[config.mk]
export PLATFORM = sky130hd
export DESIGN_NAME = brlshr32_pipe
export DESIGN_NICKNAME = d
export VERILOG_FILES = /design/src/rtl/brlshr_pkg.sv /design/src/rtl/brlshr_stage.sv /design/src/rtl/brlshr32_pipe.sv
export SDC_FILE = /design/constraint.sdc
export NUM_CORES = 1
export LEC_CHECK = 0
export ABC_AREA = 1
export BUFFER_PORTS_ARGS = -buffer_cell sky130_fd_sc_hd__buf_2
export CAP_MARGIN = 10
export CORE_MARGIN = 2
export CORE_UTILIZATION = 55
export DETAILED_ROUTE_END_ITERATION = 12
export PLACE_DENSITY = 0.86
export SLEW_MARGIN = 20
export SYNTH_ARGS = -nofsm -noshare
export SYNTH_HDL_FRONTEND = slang
export SYNTH_SLANG_ARGS = --single-unit
[constraint.sdc]
create_clock -name clk -period 17.31 [get_ports clk]
set_input_delay 1.731 -clock clk [delete_from_list [all_inputs] [get_ports clk]]
set_output_delay 1.731 -clock clk [all_outputs]
set_load 0.1 [all_outputs]
[src/rtl/brlshr_pkg.sv]
// brlshr_pkg: op encoding, fill modes and stage payload shared by brlshr32_pipe (rotate gated by BRLSHR_ROTATE_EN)
package brlshr_pkg;
   localparam int PKG_WIDTH = 32;
   localparam int PKG_TAGW  = 4;
   localparam int PKG_CNTW  = $clog2(PKG_WIDTH);
   localparam logic [1:0] OP_SHR = 2'b00;
   localparam logic [1:0] OP_SAR = 2'b01;
   localparam logic [1:0] OP_ROR = 2'b10;
   localparam logic [1:0] OP_RSV = 2'b11;
   typedef enum logic [1:0] {FILL_ZERO, FILL_SIGN, FILL_WRAP, FILL_NONE} fill_t;
   typedef struct packed {
      logic                valid;
      logic [1:0]          op;
      logic [PKG_CNTW-1:0] cnt;
      logic [PKG_WIDTH-1:0] data;
      logic                cf;
      logic [PKG_TAGW-1:0] tag;
   } stage_t;
   function automatic fill_t fill_of(input logic [1:0] op);
`ifdef BRLSHR_ROTATE_EN
      return (op == OP_SAR) ? FILL_SIGN : (op == OP_ROR) ? FILL_WRAP : (op == OP_RSV) ? FILL_NONE : FILL_ZERO;
`else
      return (op == OP_SAR) ? FILL_SIGN : (op == OP_RSV) ? FILL_NONE : FILL_ZERO;
`endif
   endfunction
   // Last bit shifted out is taken from the unshifted operand; the reserved op never shifts
   function automatic logic carry_of(input logic [1:0] op, input logic [PKG_CNTW-1:0] cnt, input logic [PKG_WIDTH-1:0] arg);
      return (op != OP_RSV && cnt != '0) ? arg[cnt - 1'b1] : 1'b0;
   endfunction
endpackage

[src/rtl/brlshr_stage.sv]
// brlshr_stage: one registered conditional right shift by SHAMT; wrap fill only built with BRLSHR_ROTATE_EN
module brlshr_stage
   import brlshr_pkg::*;
#(
   parameter int SHAMT = 1
) (
   input  logic                 clk,
   input  logic                 rst,
   input  logic                 adv,
   input  fill_t                mode,
   input  logic                 cbit,
   input  stage_t               d,
   output logic [PKG_WIDTH-1:0] nxt,
   output stage_t               q
);
   localparam int W = PKG_WIDTH;
   logic [W-1:0] shr, sar;
   assign shr = d.data >> SHAMT;
   assign sar = {{SHAMT{d.data[W-1]}}, d.data[W-1:SHAMT]};
`ifdef BRLSHR_ROTATE_EN
   logic [W-1:0] ror;
   assign ror = {d.data[SHAMT-1:0], d.data[W-1:SHAMT]};
   // Pick the shifted word for this fill mode, or pass through when this count bit is clear
   always_comb nxt = (!cbit || mode == FILL_NONE) ? d.data : (mode == FILL_SIGN) ? sar : (mode == FILL_WRAP) ? ror : shr;
`else
   // Pick the shifted word for this fill mode, or pass through when this count bit is clear
   always_comb nxt = (!cbit || mode == FILL_NONE) ? d.data : (mode == FILL_SIGN) ? sar : shr;
`endif
   // Move with the global stall; payload only follows real operations so idle outputs keep their last values
   always_ff @(posedge clk or posedge rst) begin
      if (rst) q <= '0;
      else if (adv) begin
         q.valid <= d.valid;
         if (d.valid) q <= '{valid: 1'b1, op: d.op, cnt: d.cnt, data: nxt, cf: d.cf, tag: d.tag};
      end
   end
endmodule

[src/rtl/brlshr32_pipe.sv]
// brlshr32_pipe: pipelined right shifter (SHR/SAR, ROR when BRLSHR_ROTATE_EN is defined) with carry/zero flags and tag
module brlshr32_pipe
   import brlshr_pkg::*;
#(
   parameter int WIDTH = PKG_WIDTH,
   parameter int CNTW  = $clog2(WIDTH),
   parameter int TAGW  = PKG_TAGW
) (
   input  logic             clk,
   input  logic             rst,
   input  logic             in_vld,
   output logic             in_rdy,
   input  logic [1:0]       in_op,
   input  logic [CNTW-1:0]  in_cnt,
   input  logic [WIDTH-1:0] in_arg,
   input  logic [TAGW-1:0]  in_tag,
   output logic             out_vld,
   input  logic             out_rdy,
   output logic [WIDTH-1:0] out_res,
   output logic             out_cf,
   output logic             out_zf,
   output logic [TAGW-1:0]  out_tag
);
   stage_t           ds  [CNTW];
   stage_t           qs  [CNTW];
   logic [WIDTH-1:0] nxt [CNTW];
   logic             adv, zf, unused;
   assign adv    = ~qs[CNTW-1].valid | out_rdy;
   assign in_rdy = adv;
   for (genvar k = 0; k < CNTW; k++) begin : g_stage
      if (k == 0) begin : g_head
         assign ds[k] = '{valid: in_vld, op: in_op, cnt: in_cnt, data: in_arg, cf: carry_of(in_op, in_cnt, in_arg), tag: in_tag};
      end else begin : g_body
         assign ds[k] = qs[k-1];
      end
      brlshr_stage #(.SHAMT(1 << (CNTW - 1 - k))) u_stage (
         .clk  (clk),
         .rst  (rst),
         .adv  (adv),
         .mode (fill_of(ds[k].op)),
         .cbit (ds[k].cnt[CNTW-1-k]),
         .d    (ds[k]),
         .nxt  (nxt[k]),
         .q    (qs[k])
      );
   end
   // Zero flag is registered alongside the final result so it clears on reset and holds while idle
   always_ff @(posedge clk or posedge rst) begin
      if (rst) zf <= 1'b0;
      else if (adv && ds[CNTW-1].valid) zf <= (nxt[CNTW-1] == '0);
   end
   assign out_vld = qs[CNTW-1].valid;
   assign out_res = qs[CNTW-1].data;
   assign out_cf  = qs[CNTW-1].cf;
   assign out_zf  = zf;
   assign out_tag = qs[CNTW-1].tag;
   assign unused  = ^{qs[CNTW-1].op, qs[CNTW-1].cnt};
endmodule

* Word level (Yosys, flattened, before mapping)
Cells that the tools add are included.
Operators by class: mux-type cells 28, eq/ne operators 21, bitwise operators 2, $add $sub $neg 1, divide/modulo/power cells 0, $mul 0, $lt $le $gt $ge 1, reductions and logical operators 19, shift operators 0
Operators with widths (number):
- $mux 32 | 10
- $mux 45 | 5
- $logic_not 32->1 | 1
- $eq 2x1->1 const B | 10
- $eq 2x2->1 const B | 10
- $mux 2 | 10
- $reduce_and 2->1 | 5
- $lt 5x6->1 const B | 1
- $bmux 1 s5 | 1
- $logic_not 1->1 | 5
- $logic_or 1x1->1 | 5
- $reduce_bool 5->1 | 1
- $sub 5x1->5 const B | 1
- $logic_and 1x1->1 | 2
- $mux 1 | 2
- $ne 2x2->1 const B | 1
- $not 1->1 | 1
- $or 1x1->1 | 1
Storage, ports and cells: output and inout bits 40, memory bits (read-only) 0, bits in registers 226, word-level logic and storage cells 103, bits in writable memories 0, latch bits 0, memories kept 0

* Depth between registers and ports, before layout
Gate-level depths: netlist of run 1.
word-level depth 7, mapped depth 14

* Hierarchy
A second synthesis of run 1 with hierarchy kept.
Second synthesis, totals: cells, all modules 1735, area total of the unflattened synthesis 12717.2 µm²
Modules (own cells, without submodules):
- brlshr_stage (g_stage[2].u_stage) | cells each 326, area an instance 2522.4 µm², sequential area each 1126.1 µm², instances 1
- brlshr_stage (g_stage[3].u_stage) | cells each 331, area an instance 2441.1 µm², sequential area each 1126.1 µm², instances 1
- brlshr_stage (g_stage[4].u_stage) | cells each 329, area an instance 2413.6 µm², sequential area each 1126.1 µm², instances 1
- brlshr_stage (g_stage[1].u_stage) | cells each 318, area an instance 2372.3 µm², sequential area each 1126.1 µm², instances 1
- brlshr_stage (g_stage[0].u_stage) | cells each 301, area an instance 2308.5 µm², sequential area each 1126.1 µm², instances 1
- brlshr32_pipe | cells each 130, area an instance 659.4 µm², sequential area each 25.0 µm², instances 1

* Least setup slack after synthesis of run 1
No wires, ideal clock.
path type input port to output port, from input port out_rdy, to output port in_rdy, slack 13.519 ns, data arrival time 2.060 ns, stages 2, required time 15.579 ns, path buffers 0, cell sequence inv_1 > nand2_4
Between the ends: word-level cells in the longest chain between the ends 1
Ends and longest elaborated chain:
- start: declaration | line brlshr32_pipe.sv:18 | input logic out_rdy,
- $or 1x1->1 | line brlshr32_pipe.sv:28 | assign adv = ~qs[CNTW-1].valid | out_rdy;
- end: declaration | line brlshr32_pipe.sv:12 | output logic in_rdy,
Every way passes these cells.

* Worst setup path in the final report of run 1
Ends and elaborated chain as after synthesis.

==> results.sh, run 1 <==
export IMPL_depth_of_the_worst_register_to_register_path=6
export IMPL_yosys_area_share_simple_pct=14.2
export IMPL_final_min_period_over_clock_period_pct=24.0
export IMPL_place_congestion=0.890
export IMPL_finish_net_count=1258
export IMPL_num_rows=48
export IMPL_grt_first_pass_wirelength_um=35500
export IMPL_initial_antenna_violation_count=0
export IMPL_worstPathArrival_ps=2430
export IMPL_syn_area_um2=9700
export IMPL_critPathLaunchType="primary input"
export IMPL_slew_viol_final=0
export IMPL_rsz0062_at_grt="false"
export IMPL_dpl_cell_area_um2=10100
export IMPL_fin_tns_setup_ps=0
export IMPL_cts_clk_slew_worst_paths_ps=60
export IMPL_outcome="finished clean"
export IMPL_port_buffer_count=86
export IMPL_fin_crit_ps=4160
export IMPL_fin_total_pwr_w=0.00227
export IMPL_worst_endpoint_required_ps=15580
export IMPL_clkLatencyLatePin_ps=500
export IMPL_drive_above_1_share_pct=12.7
export IMPL_synthDistinctLibCells=33
export IMPL_synth_compound_gate_area_share_pct=21.7
export IMPL_clk_root_buffer_cell="sky130_fd_sc_hd__clkbuf_16"
export IMPL_number_of_nets_with_antenna_violations_after_detailed_routing=0
export IMPL_synth_net_count=1214
export IMPL_fmax_mhz=240
export IMPL_final_hold_vios=0
export IMPL_worstHoldPathType="reg2reg"
export IMPL_chipWidth_um=137
export IMPL_num_vias=8103
export IMPL_ctsResizeCount=0
export IMPL_tritoncts_clock_tree="yes"
export IMPL_drc_errors=0
export IMPL_synth_seq_area_share_pct=53.9
export IMPL_synth_mux_area_fraction_pct=0.580
export IMPL_avgRoutedWirePerCell_um=14.6
export IMPL_multi_input_area_um2=3560
export IMPL_yosys_area_share_adder_pct=0.129
export IMPL_design_die_area_um2=18700
export IMPL_static_leakage_power_nw=5.33
export IMPL_synth_cells=1166
export IMPL_clock_sinks=209
export IMPL_criticalPathCategory="in2out"
export IMPL_worst_slew_pin_transition_ps=1050
export IMPL_hpwl_um=13800
export IMPL_synthesis_area_per_instance_um2=8.32
export IMPL_starting_density_of_the_core_pct=56.1
export IMPL_route_final_wire_length_um=21200
export IMPL_post_synth_xor_area_fraction_pct=0.0903
export IMPL_critical_path_max_fanout=10
export IMPL_gr_total_overflow=0
export IMPL_grt_pass1_vias=7325
export IMPL_combinational_family_with_the_most_area_after_synthesis="compound AO/OA/AOI/OAI gates"
export IMPL_insertedDiodeCount=0
export IMPL_maximum_level_of_the_cts_h_tree=1
export IMPL_fin_worst_skew_ps=18.0
export IMPL_finish_instance_area_um2=10800
export IMPL_synth_seq_cells=209
export IMPL_core_um2=17300
export IMPL_fin_hold_ws_ps=469
export IMPL_setup_slack_ps=13150
export IMPL_ctsLongestPathBuffers=3
export IMPL_number_of_optimization_iterations_in_the_first_detailed_route_pass=5
export IMPL_cts_inserted_buffers=21
export IMPL_ys_warn_count=0
export IMPL_drv_cap=0
export IMPL_final_layout_fill_cell_count=1391
export IMPL_routed_via_density=5.59
export IMPL_power_per_cell_area_nw_per_um2=210
export IMPL_postCtsSetupBuffers=0
export IMPL_worstSetupEndpointType="output pin"
export IMPL_syn_to_final_growth_pct=11.4
export IMPL_boundaryPins=87
export IMPL_die_height_um=137
export IMPL_setup_violations=0
export IMPL_worst_hold_path_stage_count=2
export IMPL_max_slew_margin_rel_pct=30.0
export IMPL_drtIter0Drc=720
export IMPL_total_grt_usage_pct=23.2
export IMPL_sequential_cell_area_um2=5230
export IMPL_dp_worst_setup_slack_ps=13140
export IMPL_power_ir_vdd_worst_mv=0.160
export IMPL_grt_max_degree=138
export IMPL_post_cts_hold_buffer_count=0
-- cells in the mapped netlist (all sizes together) --
library cell | n | area (µm²)
a22oi | 4 | 30.0
nor2 | 63 | 275
mux2 | 5 | 56.3
o211ai | 1 | 7.51
dfrtp | 209 | 5230
a21oi | 92 | 468
nand2 | 241 | 925
a31oi | 16 | 115
o21ai | 268 | 1360
nor3 | 1 | 5.00
xor2 | 1 | 8.76
o22ai | 19 | 119
ha | 1 | 12.5
buf | 46 | 287
nand3 | 32 | 160
nand3b | 1 | 7.51
inv | 142 | 538
clkbuf | 24 | 91.3
-- critical path, stage by stage --
cell and delay, ps:
sky130_fd_sc_hd__buf_2 70, sky130_fd_sc_hd__inv_1 50, sky130_fd_sc_hd__nand2_4 130, sky130_fd_sc_hd__buf_2 450
-- through the flow --
stage               util [%]  std cells
finish                  62.5       1449
global route            62.5       1449
CTS                     62.3       1448
detailed placement      58.2       1411
global placement        58.2       1411
floorplan                  -       1166
-- worst paths after layout --
path	start	end	slack, ps
worst max-delay path	out_rdy	in_rdy	13150
worst min-delay path	g_stage[3].u_stage.q[1]$_DFFE_PP0P_	g_stage[3].u_stage.q[1]$_DFFE_PP0P_	470
worst max register to register	g_stage[4].u_stage.q[44]$_DFFE_PP0N_	g_stage[2].u_stage.q[33]$_DFFE_PP0P_	14830
worst min register to register	g_stage[3].u_stage.q[1]$_DFFE_PP0P_	g_stage[3].u_stage.q[1]$_DFFE_PP0P_	470
max in group asynchronous	rst	g_stage[3].u_stage.q[2]$_DFFE_PP0P_	14360
min in group asynchronous	rst	g_stage[0].u_stage.q[26]$_DFFE_PP0P_	1410
-- routing by layer --
metal  vias up  share of wire (%)  GRT usage (%)
met5         -                  0              0
met4         0                1.7           5.44
met3        31                7.8           3.41
met2       337                 45           36.6
met1      3813                 45           34.1
li1       3922                  -              -
-- cells by family (layout without fill, tap and decap cells) --
| family | after synthesis | after routing |
|---|---|---|
| DFF | 209 | 209 |
| xor gates and xnor gates | 1 | 1 |
| AOI/OAI and AO/OA | 400 | 400 |
| adders and majority gates | 1 | 1 |
| muxes | 5 | 5 |
| buffers and inverters | 212 | 270 |
| and+or+nand+nor | 338 | 338 |
-- sequential cells by signal (all words and copies together), names as in the netlist --
register           cells
g_stage.u_stage.q    208
out_zf                 1
-- power by group --
group,internal [W],switching [W]
sequential,0.000701,0.000116
combinational,0.000238,0.000759
clock,0.000275,0.000184
total,0.00121,0.00106
-- cell type report --
| type | instances | area share (%) |
|---|---|---|
| flip-flops and latches | 209 | 48.4 |
| multi-input cells | 745 | 32.9 |
| repair buffers | 91 | 4.51 |
| inverters | 142 | 5.05 |
| clock buffers | 28 | 5.57 |
| clock inverters | 9 | 0.972 |
| well taps | 225 | 2.60 |
-- layout by cell type, fill, tap and decap left out, drive strengths merged, types with 19 or more instances in the layout --
cell / Yosys / routed
buf: 46 / 91
nand3: 32 / 32
clkbuf: 24 / 28
dfrtp: 209 / 209
nor2: 63 / 63
o22ai: 19 / 19
nand2: 241 / 241
a21oi: 92 / 92
o21ai: 268 / 268
inv: 142 / 143
Power figures use the tool's default switching activity.
==> run 2: changes to the inputs <==
--- a/config.mk
+++ b/config.mk
@@ -5,7 +5,7 @@
 export SDC_FILE = /design/constraint.sdc
 export NUM_CORES = 1
 export LEC_CHECK = 0
-export ABC_AREA = 1
+export ABC_AREA = 0
 export BUFFER_PORTS_ARGS = -buffer_cell sky130_fd_sc_hd__buf_2
 export CAP_MARGIN = 10
 export CORE_MARGIN = 2
==> constraint.sdc (replaced) <==
create_clock -name clk -period 3.9 [get_ports clk]
set_input_delay 0.39 -clock clk [delete_from_list [all_inputs] [get_ports clk]]
set_output_delay 0.39 -clock clk [all_outputs]
set_load 0.1 [all_outputs]
==> run 2 against run 1 <==
  * Synthesized cell count down 14%
  * Clock skew down 11 ps
  * Combinational power rose to 4.5 times the previous value
  * Sequential share of layout area up 0.21 points
  * Largest power group unchanged
  * Sequential cell count unchanged
  * Power rose to 4.6 times the previous value
  * Largest cell class unchanged
  * Global-route usage down 0.41 points
  * Wire length down 4.8%
  * Register-to-register slack worse by 13000 ps
  * Critical path type is now reg2out
==> results.sh, run 2 <==
export IMPL_outcome="finished clean"
export IMPL_max_slew_margin_rel_pct=34.2
export IMPL_num_rows=47
export IMPL_cts_inserted_buffers=22
export IMPL_syn_area_um2=9430
export IMPL_ctsLongestPathBuffers=3
export IMPL_worstSetupEndpointType="output pin"
export IMPL_multi_input_area_um2=3850
export IMPL_slew_viol_final=0
export IMPL_static_leakage_power_nw=5.02
export IMPL_critPathLaunchType="flop"
export IMPL_fin_tns_setup_ps=0
export IMPL_clk_root_buffer_cell="sky130_fd_sc_hd__clkbuf_16"
export IMPL_synth_cells=998
export IMPL_worstHoldPathType="in2async"
export IMPL_synthDistinctLibCells=40
export IMPL_postSynth_topFlopCell="sky130_fd_sc_hd__dfrtp_1"
export IMPL_final_common_cell="sky130_fd_sc_hd__nand2_1"
export IMPL_tritoncts_clock_tree="yes"
export IMPL_dp_worst_setup_slack_ps=1610
export IMPL_num_vias=7224
export IMPL_fin_crit_ps=2230
export IMPL_clkLatencyLatePin_ps=500
export IMPL_place_inst=1254
export IMPL_criticalPathCategory="reg2out"
export IMPL_number_of_enable_flip_flop_cells_after_synthesis=0
export IMPL_ctsResizeCount=0
export IMPL_top_cells_by_area_in_the_synthesized_netlist="sky130_fd_sc_hd__dfrtp_1 (55%), sky130_fd_sc_hd__nand2_1 (12%), sky130_fd_sc_hd__mux2i_1 (8.6%)"
export IMPL_design_die_area_um2=18200
export IMPL_synth_cells_most_frequent="sky130_fd_sc_hd__nand2_1 (289), sky130_fd_sc_hd__dfrtp_1 (209), sky130_fd_sc_hd__nor2_1 (109), sky130_fd_sc_hd__mux2i_1 (81), sky130_fd_sc_hd__o21ai_0 (66)"
export IMPL_worst_slew_pin_transition_ps=985
export IMPL_layoutNonFillerInstCount=1293
export IMPL_boundaryPins=87
export IMPL_largest_reg_flops=208
export IMPL_routed_via_density=5.59
export IMPL_power_ir_vdd_worst_mv=0.672
export IMPL_async_reset_ff_share_pct=100
export IMPL_number_of_optimization_iterations_in_the_first_detailed_route_pass=5
export IMPL_layout_common_cells="sky130_fd_sc_hd__nand2_1 (288), sky130_fd_sc_hd__dfrtp_1 (209), sky130_fd_sc_hd__nor2_1 (109)"
export IMPL_port_buffer_count=86
export IMPL_worstPathArrival_ps=1840
export IMPL_post_cts_hold_buffer_count=0
export IMPL_grt_first_pass_wirelength_um=33900
export IMPL_fin_worst_skew_ps=7.10
export IMPL_starting_density_of_the_core_pct=56.6
export IMPL_die_height_um=135
export IMPL_largest_register="g_stage.u_stage.q"
export IMPL_cts_clk_slew_worst_paths_ps=60
export IMPL_gr_total_overflow=0
export IMPL_place_congestion=0.870
export IMPL_sequential_cell_area_um2=5230
export IMPL_synth_net_count=1046
export IMPL_clock_sinks=209
export IMPL_avgRoutedWirePerCell_um=15.6
export IMPL_yosys_cell_count_top_type="sky130_fd_sc_hd__nand2_1"
export IMPL_drc_errors=0
export IMPL_worst_endpoint_required_ps=3510
export IMPL_ys_warn_count=0
export IMPL_synthesis_area_per_instance_um2=9.45
export IMPL_hpwl_um=13500
export IMPL_rsz0062_at_grt="false"
export IMPL_total_grt_usage_pct=22.8
export IMPL_fmax_mhz=448
export IMPL_grt_max_degree=120
export IMPL_netlist_top_cell_by_area="sky130_fd_sc_hd__dfrtp_1"
export IMPL_final_min_period_over_clock_period_pct=57.3
export IMPL_worst_r2r_setup_slack_ps=1740
export IMPL_setup_slack_ps=1670
export IMPL_core_um2=16600
export IMPL_synth_seq_cells=209
export IMPL_syn_to_final_growth_pct=14.2
export IMPL_maximum_level_of_the_cts_h_tree=1
export IMPL_grt_pass1_vias=6905
export IMPL_drive_above_1_share_pct=14.5
export IMPL_synth_top_cell_area_share_pct=55.5
export IMPL_setup_violations=0
export IMPL_final_layout_fill_cell_count=1274
export IMPL_route_final_wire_length_um=20200
export IMPL_finish_net_count=1107
export IMPL_drtIter0Drc=623
export IMPL_insertedDiodeCount=0
export IMPL_synth_seq_area_share_pct=55.5
export IMPL_postCtsSetupBuffers=0
export IMPL_critical_path_max_fanout=11
export IMPL_initial_antenna_violation_count=0
export IMPL_power_per_cell_area_nw_per_um2=980
export IMPL_drv_cap=0
export IMPL_number_of_nets_with_antenna_violations_after_detailed_routing=0
export IMPL_chipWidth_um=135
export IMPL_final_hold_vios=0
==> run 2: final timing paths <==
kind                                                      start                                   end  depth (start not counted)
max in group asynchronous                                   rst  g_stage[0].u_stage.q[11]$_DFFE_PP0P_                          3
max reg2reg                g_stage[4].u_stage.q[44]$_DFFE_PP0N_  g_stage[1].u_stage.q[19]$_DFFE_PP0P_                          6
min reg2reg                 g_stage[1].u_stage.q[3]$_DFFE_PP0P_   g_stage[2].u_stage.q[3]$_DFFE_PP0P_                          2
min                                                         rst   g_stage[4].u_stage.q[2]$_DFFE_PP0P_                          3
min in group clk                                      in_tag[3]   g_stage[0].u_stage.q[3]$_DFFE_PP0P_                          3
max                        g_stage[4].u_stage.q[44]$_DFFE_PP0N_                                in_rdy                          3
==> run 2: layout make-up <==
cell class	count	area share, %
clock buffer	32	6.31
timing repair buffer	101	5.46
inverter	13	0.488
multi-input combinational	712	35.8
sequential	209	48.6
clock inverter	6	0.767
tap	220	2.56
==> run 2: cells by family (layout without fill, tap and decap cells) <==
group                      Yosys count  in the layout  share of synthesized area [%]
DFF                                209            209                           55.5
and+or+nand+nor                    424            424                           17.6
AOI/OAI and AO/OA                  189            189                           11.2
adders and majority gates            1              1                          0.133
buffers and inverters               77            152                           3.94
xor gates and xnor gates             3              3                          0.358
muxes                               95             95                           11.3
==> run 2: critical path, cell delays in order, from the launching register on <==
cell and delay [ps]:
sky130_fd_sc_hd__dfrtp_1 370, sky130_fd_sc_hd__and2b_1 210, sky130_fd_sc_hd__inv_1 270, sky130_fd_sc_hd__buf_2 500
==> run 2: metal layers <==
layer  part of all wire, %  vias to the layer above  track usage [%]
met4                   2.0                        0             5.96
met1                    46                     3462             32.9
li1                      -                     3499                -
met3                   4.9                       32             3.19
met5                     0                        -                0
met2                    47                      231             36.6
==> run 2: metrics by stage <==
step                total power [W]  util, %  cell area, µm²  hold slack (ps)
finish                       0.0106     64.7           10800             34.0
global route                 0.0112     64.7           10800             97.0
CTS                          0.0106     64.5           10700             78.0
detailed placement          0.00836     59.9            9970              449
global placement            0.00817     59.9            9970              449
floorplan                   0.00745        -            9430              435
==> run 2: power by group <==
part / switching, W / internal [W] / leakage [nW] / total (W)
registers: 0.000795 / 0.00315 / 2.44 / 0.00394
logic: 0.00323 / 0.00124 / 2.20 / 0.00447
clock network: 0.000808 / 0.00133 / 0.376 / 0.00214
total: 0.00483 / 0.00572 / 5.02 / 0.0106
==> run 3: changes to the inputs <==
--- a/config.mk
+++ b/config.mk
@@ -5,13 +5,13 @@
 export SDC_FILE = /design/constraint.sdc
 export NUM_CORES = 1
 export LEC_CHECK = 0
-export ABC_AREA = 0
+export ABC_AREA = 1
 export BUFFER_PORTS_ARGS = -buffer_cell sky130_fd_sc_hd__buf_2
 export CAP_MARGIN = 10
 export CORE_MARGIN = 2
-export CORE_UTILIZATION = 55
+export CORE_UTILIZATION = 54
 export DETAILED_ROUTE_END_ITERATION = 12
-export PLACE_DENSITY = 0.86
+export PLACE_DENSITY = 0.87
 export SLEW_MARGIN = 20
 export SYNTH_ARGS = -nofsm -noshare
 export SYNTH_HDL_FRONTEND = slang
==> constraint.sdc (replaced) <==
create_clock -name clk -period 1.9 [get_ports clk]
set_input_delay 0.19 -clock clk [delete_from_list [all_inputs] [get_ports clk]]
set_output_delay 0.19 -clock clk [all_outputs]
set_load 0.1 [all_outputs]
==> run 3 against run 2 <==
  * Combinational power up 110%
  * Sequential cell count unchanged
  * Sequential power rose by 89%
  * Critical path type unchanged
  * Largest cell class unchanged
  * Highest routed layer unchanged
==> results.sh, run 3 (synthesis results as in run 1) <==
export IMPL_dp_worst_setup_slack_ps=112
export IMPL_worstSetupEndpointType="output pin"
export IMPL_critical_path_slowest_cell="sky130_fd_sc_hd__buf_2"
export IMPL_ctsLongestPathBuffers=3
export IMPL_insertedDiodeCount=0
export IMPL_grt_max_degree=71
export IMPL_core_um2=17800
export IMPL_chipWidth_um=138
export IMPL_final_layout_fill_cell_count=1443
export IMPL_number_of_optimization_iterations_in_the_first_detailed_route_pass=5
export IMPL_final_common_cell="sky130_fd_sc_hd__nand2_1"
export IMPL_initial_antenna_violation_count=0
export IMPL_num_rows=49
export IMPL_critical_path_max_stage_delay_ps=460
export IMPL_final_hold_vios=0
export IMPL_gr_total_overflow=0
export IMPL_drc_errors=0
export IMPL_grt_pass1_vias=7843
export IMPL_multi_input_area_um2=3560
export IMPL_setup_slack_ps=206
export IMPL_num_vias=8197
export IMPL_worst_hold_path_stage_count=3
export IMPL_drv_cap=0
export IMPL_syn_to_final_growth_pct=14.8
export IMPL_port_buffer_count=86
export IMPL_critical_path_max_fanout=10
export IMPL_routed_via_density=5.51
export IMPL_final_min_period_over_clock_period_pct=89.2
export IMPL_worstHoldPathType="in2reg"
export IMPL_worst_endpoint_required_ps=1710
export IMPL_fin_worst_skew_ps=16.7
export IMPL_cts_inserted_buffers=21
export IMPL_post_cts_hold_buffer_count=15
export IMPL_maximum_level_of_the_cts_h_tree=1
export IMPL_critical_path_cell_chain="nand2_4, buf_2"
export IMPL_largest_reg_flops=208
export IMPL_slew_viol_final=0
export IMPL_drive_above_1_share_pct=13.5
export IMPL_ctsResizeCount=0
export IMPL_depth_of_the_worst_register_to_register_path=10
export IMPL_fin_total_pwr_w=0.0207
export IMPL_largest_register="g_stage.u_stage.q"
export IMPL_hpwl_um=14800
export IMPL_layout_common_cells="sky130_fd_sc_hd__nand2_1 (236), sky130_fd_sc_hd__o21ai_0 (217), sky130_fd_sc_hd__dfrtp_1 (209)"
export IMPL_place_congestion=1.08
export IMPL_design_die_area_um2=19000
export IMPL_boundaryPins=87
export IMPL_clk_root_buffer_cell="sky130_fd_sc_hd__clkbuf_16"
export IMPL_fmax_mhz=590
export IMPL_postCtsSetupBuffers=0
export IMPL_static_leakage_power_nw=5.49
export IMPL_fin_crit_ps=1690
export IMPL_outcome="finished clean"
export IMPL_worst_slew_pin_transition_ps=532
export IMPL_total_grt_usage_pct=23.4
export IMPL_cts_clk_slew_worst_paths_ps=60
export IMPL_tritoncts_clock_tree="yes"
export IMPL_critical_path_top_delay_family="buffers and inverters"
export IMPL_fin_tns_setup_ps=0
export IMPL_drtIter0Drc=593
export IMPL_power_ir_vdd_worst_mv=1.53
export IMPL_worstPathArrival_ps=1500
export IMPL_clock_sinks=209
export IMPL_finish_net_count=1294
export IMPL_criticalPathCategory="reg2out"
export IMPL_number_of_nets_with_antenna_violations_after_detailed_routing=0
export IMPL_sequential_cell_area_um2=5230
export IMPL_cp_num_cells=2
export IMPL_setup_violations=0
export IMPL_starting_density_of_the_core_pct=54.6
export IMPL_rsz0062_at_grt="false"
export IMPL_max_slew_margin_rel_pct=64.5
export IMPL_route_final_wire_length_um=22200
export IMPL_clkLatencyLatePin_ps=500
export IMPL_power_per_cell_area_nw_per_um2=1860
export IMPL_avgRoutedWirePerCell_um=14.9
export IMPL_die_height_um=138
export IMPL_critPathLaunchType="flop"
export IMPL_grt_first_pass_wirelength_um=37800
export IMPL_critical_path_n_buffers_inverters=1
## run 3: worst register-to-register path, delay by kind of cell (launching register included)
kind                   cells  cell delay [ps]
DFF                        1              430
buffers and inverters      1              210
AOI/OAI and AO/OA          1               90
and+or+nand+nor            8              920
## run 3: through the flow
| step | util, % | hold slack (ps) | std cells | area (µm²) |
|---|---|---|---|---|
| after CTS | 62.6 | 0.162 | 1487 | 11100 |
| after floorplan | - | 300 | 1166 | 9700 |
| after global placement | 58.2 | 135 | 1437 | 10400 |
| after global routing | 62.6 | 27.1 | 1487 | 11100 |
| after detailed placement | 58.2 | 135 | 1437 | 10400 |
| final | 62.6 | 12.4 | 1487 | 11100 |
## run 3: power by group
group | total, W | leakage, nW | internal (W) | switching, W
combinational | 0.00938 | 2.59 | 0.00240 | 0.00697
sequential | 0.00746 | 2.58 | 0.00638 | 0.00107
clock | 0.00383 | 0.314 | 0.00222 | 0.00161
## run 3: path summary, 6_finish.rpt
| check | slack [ps] | from | endpoint |
|---|---|---|---|
| min in group asynchronous | 160 | rst | g_stage[1].u_stage.q[15]$_DFFE_PP0P_ |
| worst min register to register | 480 | g_stage[1].u_stage.q[38]$_DFFE_PP0P_ | g_stage[1].u_stage.q[38]$_DFFE_PP0P_ |
| max in group asynchronous | 1110 | rst | g_stage[3].u_stage.q[36]$_DFFE_PP0P_ |
| worst max register to register | 210 | g_stage[3].u_stage.q[37]$_DFFE_PP0P_ | out_zf$_DFFE_PP0P_ |
| worst max-delay path | 210 | g_stage[4].u_stage.q[44]$_DFFE_PP0N_ | in_rdy |
| worst min-delay path | 10 | in_arg[16] | g_stage[0].u_stage.q[21]$_DFFE_PP0P_ |
## run 3: per-layer routing
layer | wire length [µm] | share of wire [%] | vias to the layer above | GRT usage, %
li1 | - | - | 3995 | -
met1 | 9750 | 44 | 3827 | 32.4
met2 | 10400 | 47 | 332 | 38.6
met3 | 1550 | 7.0 | 43 | 3.91
met4 | 436 | 2.0 | 0 | 6.39
met5 | 0 | 0 | - | 0
## run 3: final cells by class
type	count	area share, %
Tap cell	229	2.57
Clock buffer	32	5.54
Timing Repair Buffer	127	7.98
Clock inverter	3	0.135
Inverter	142	4.87
Multi-Input combinational cell	745	31.9
Sequential cell	209	47.0
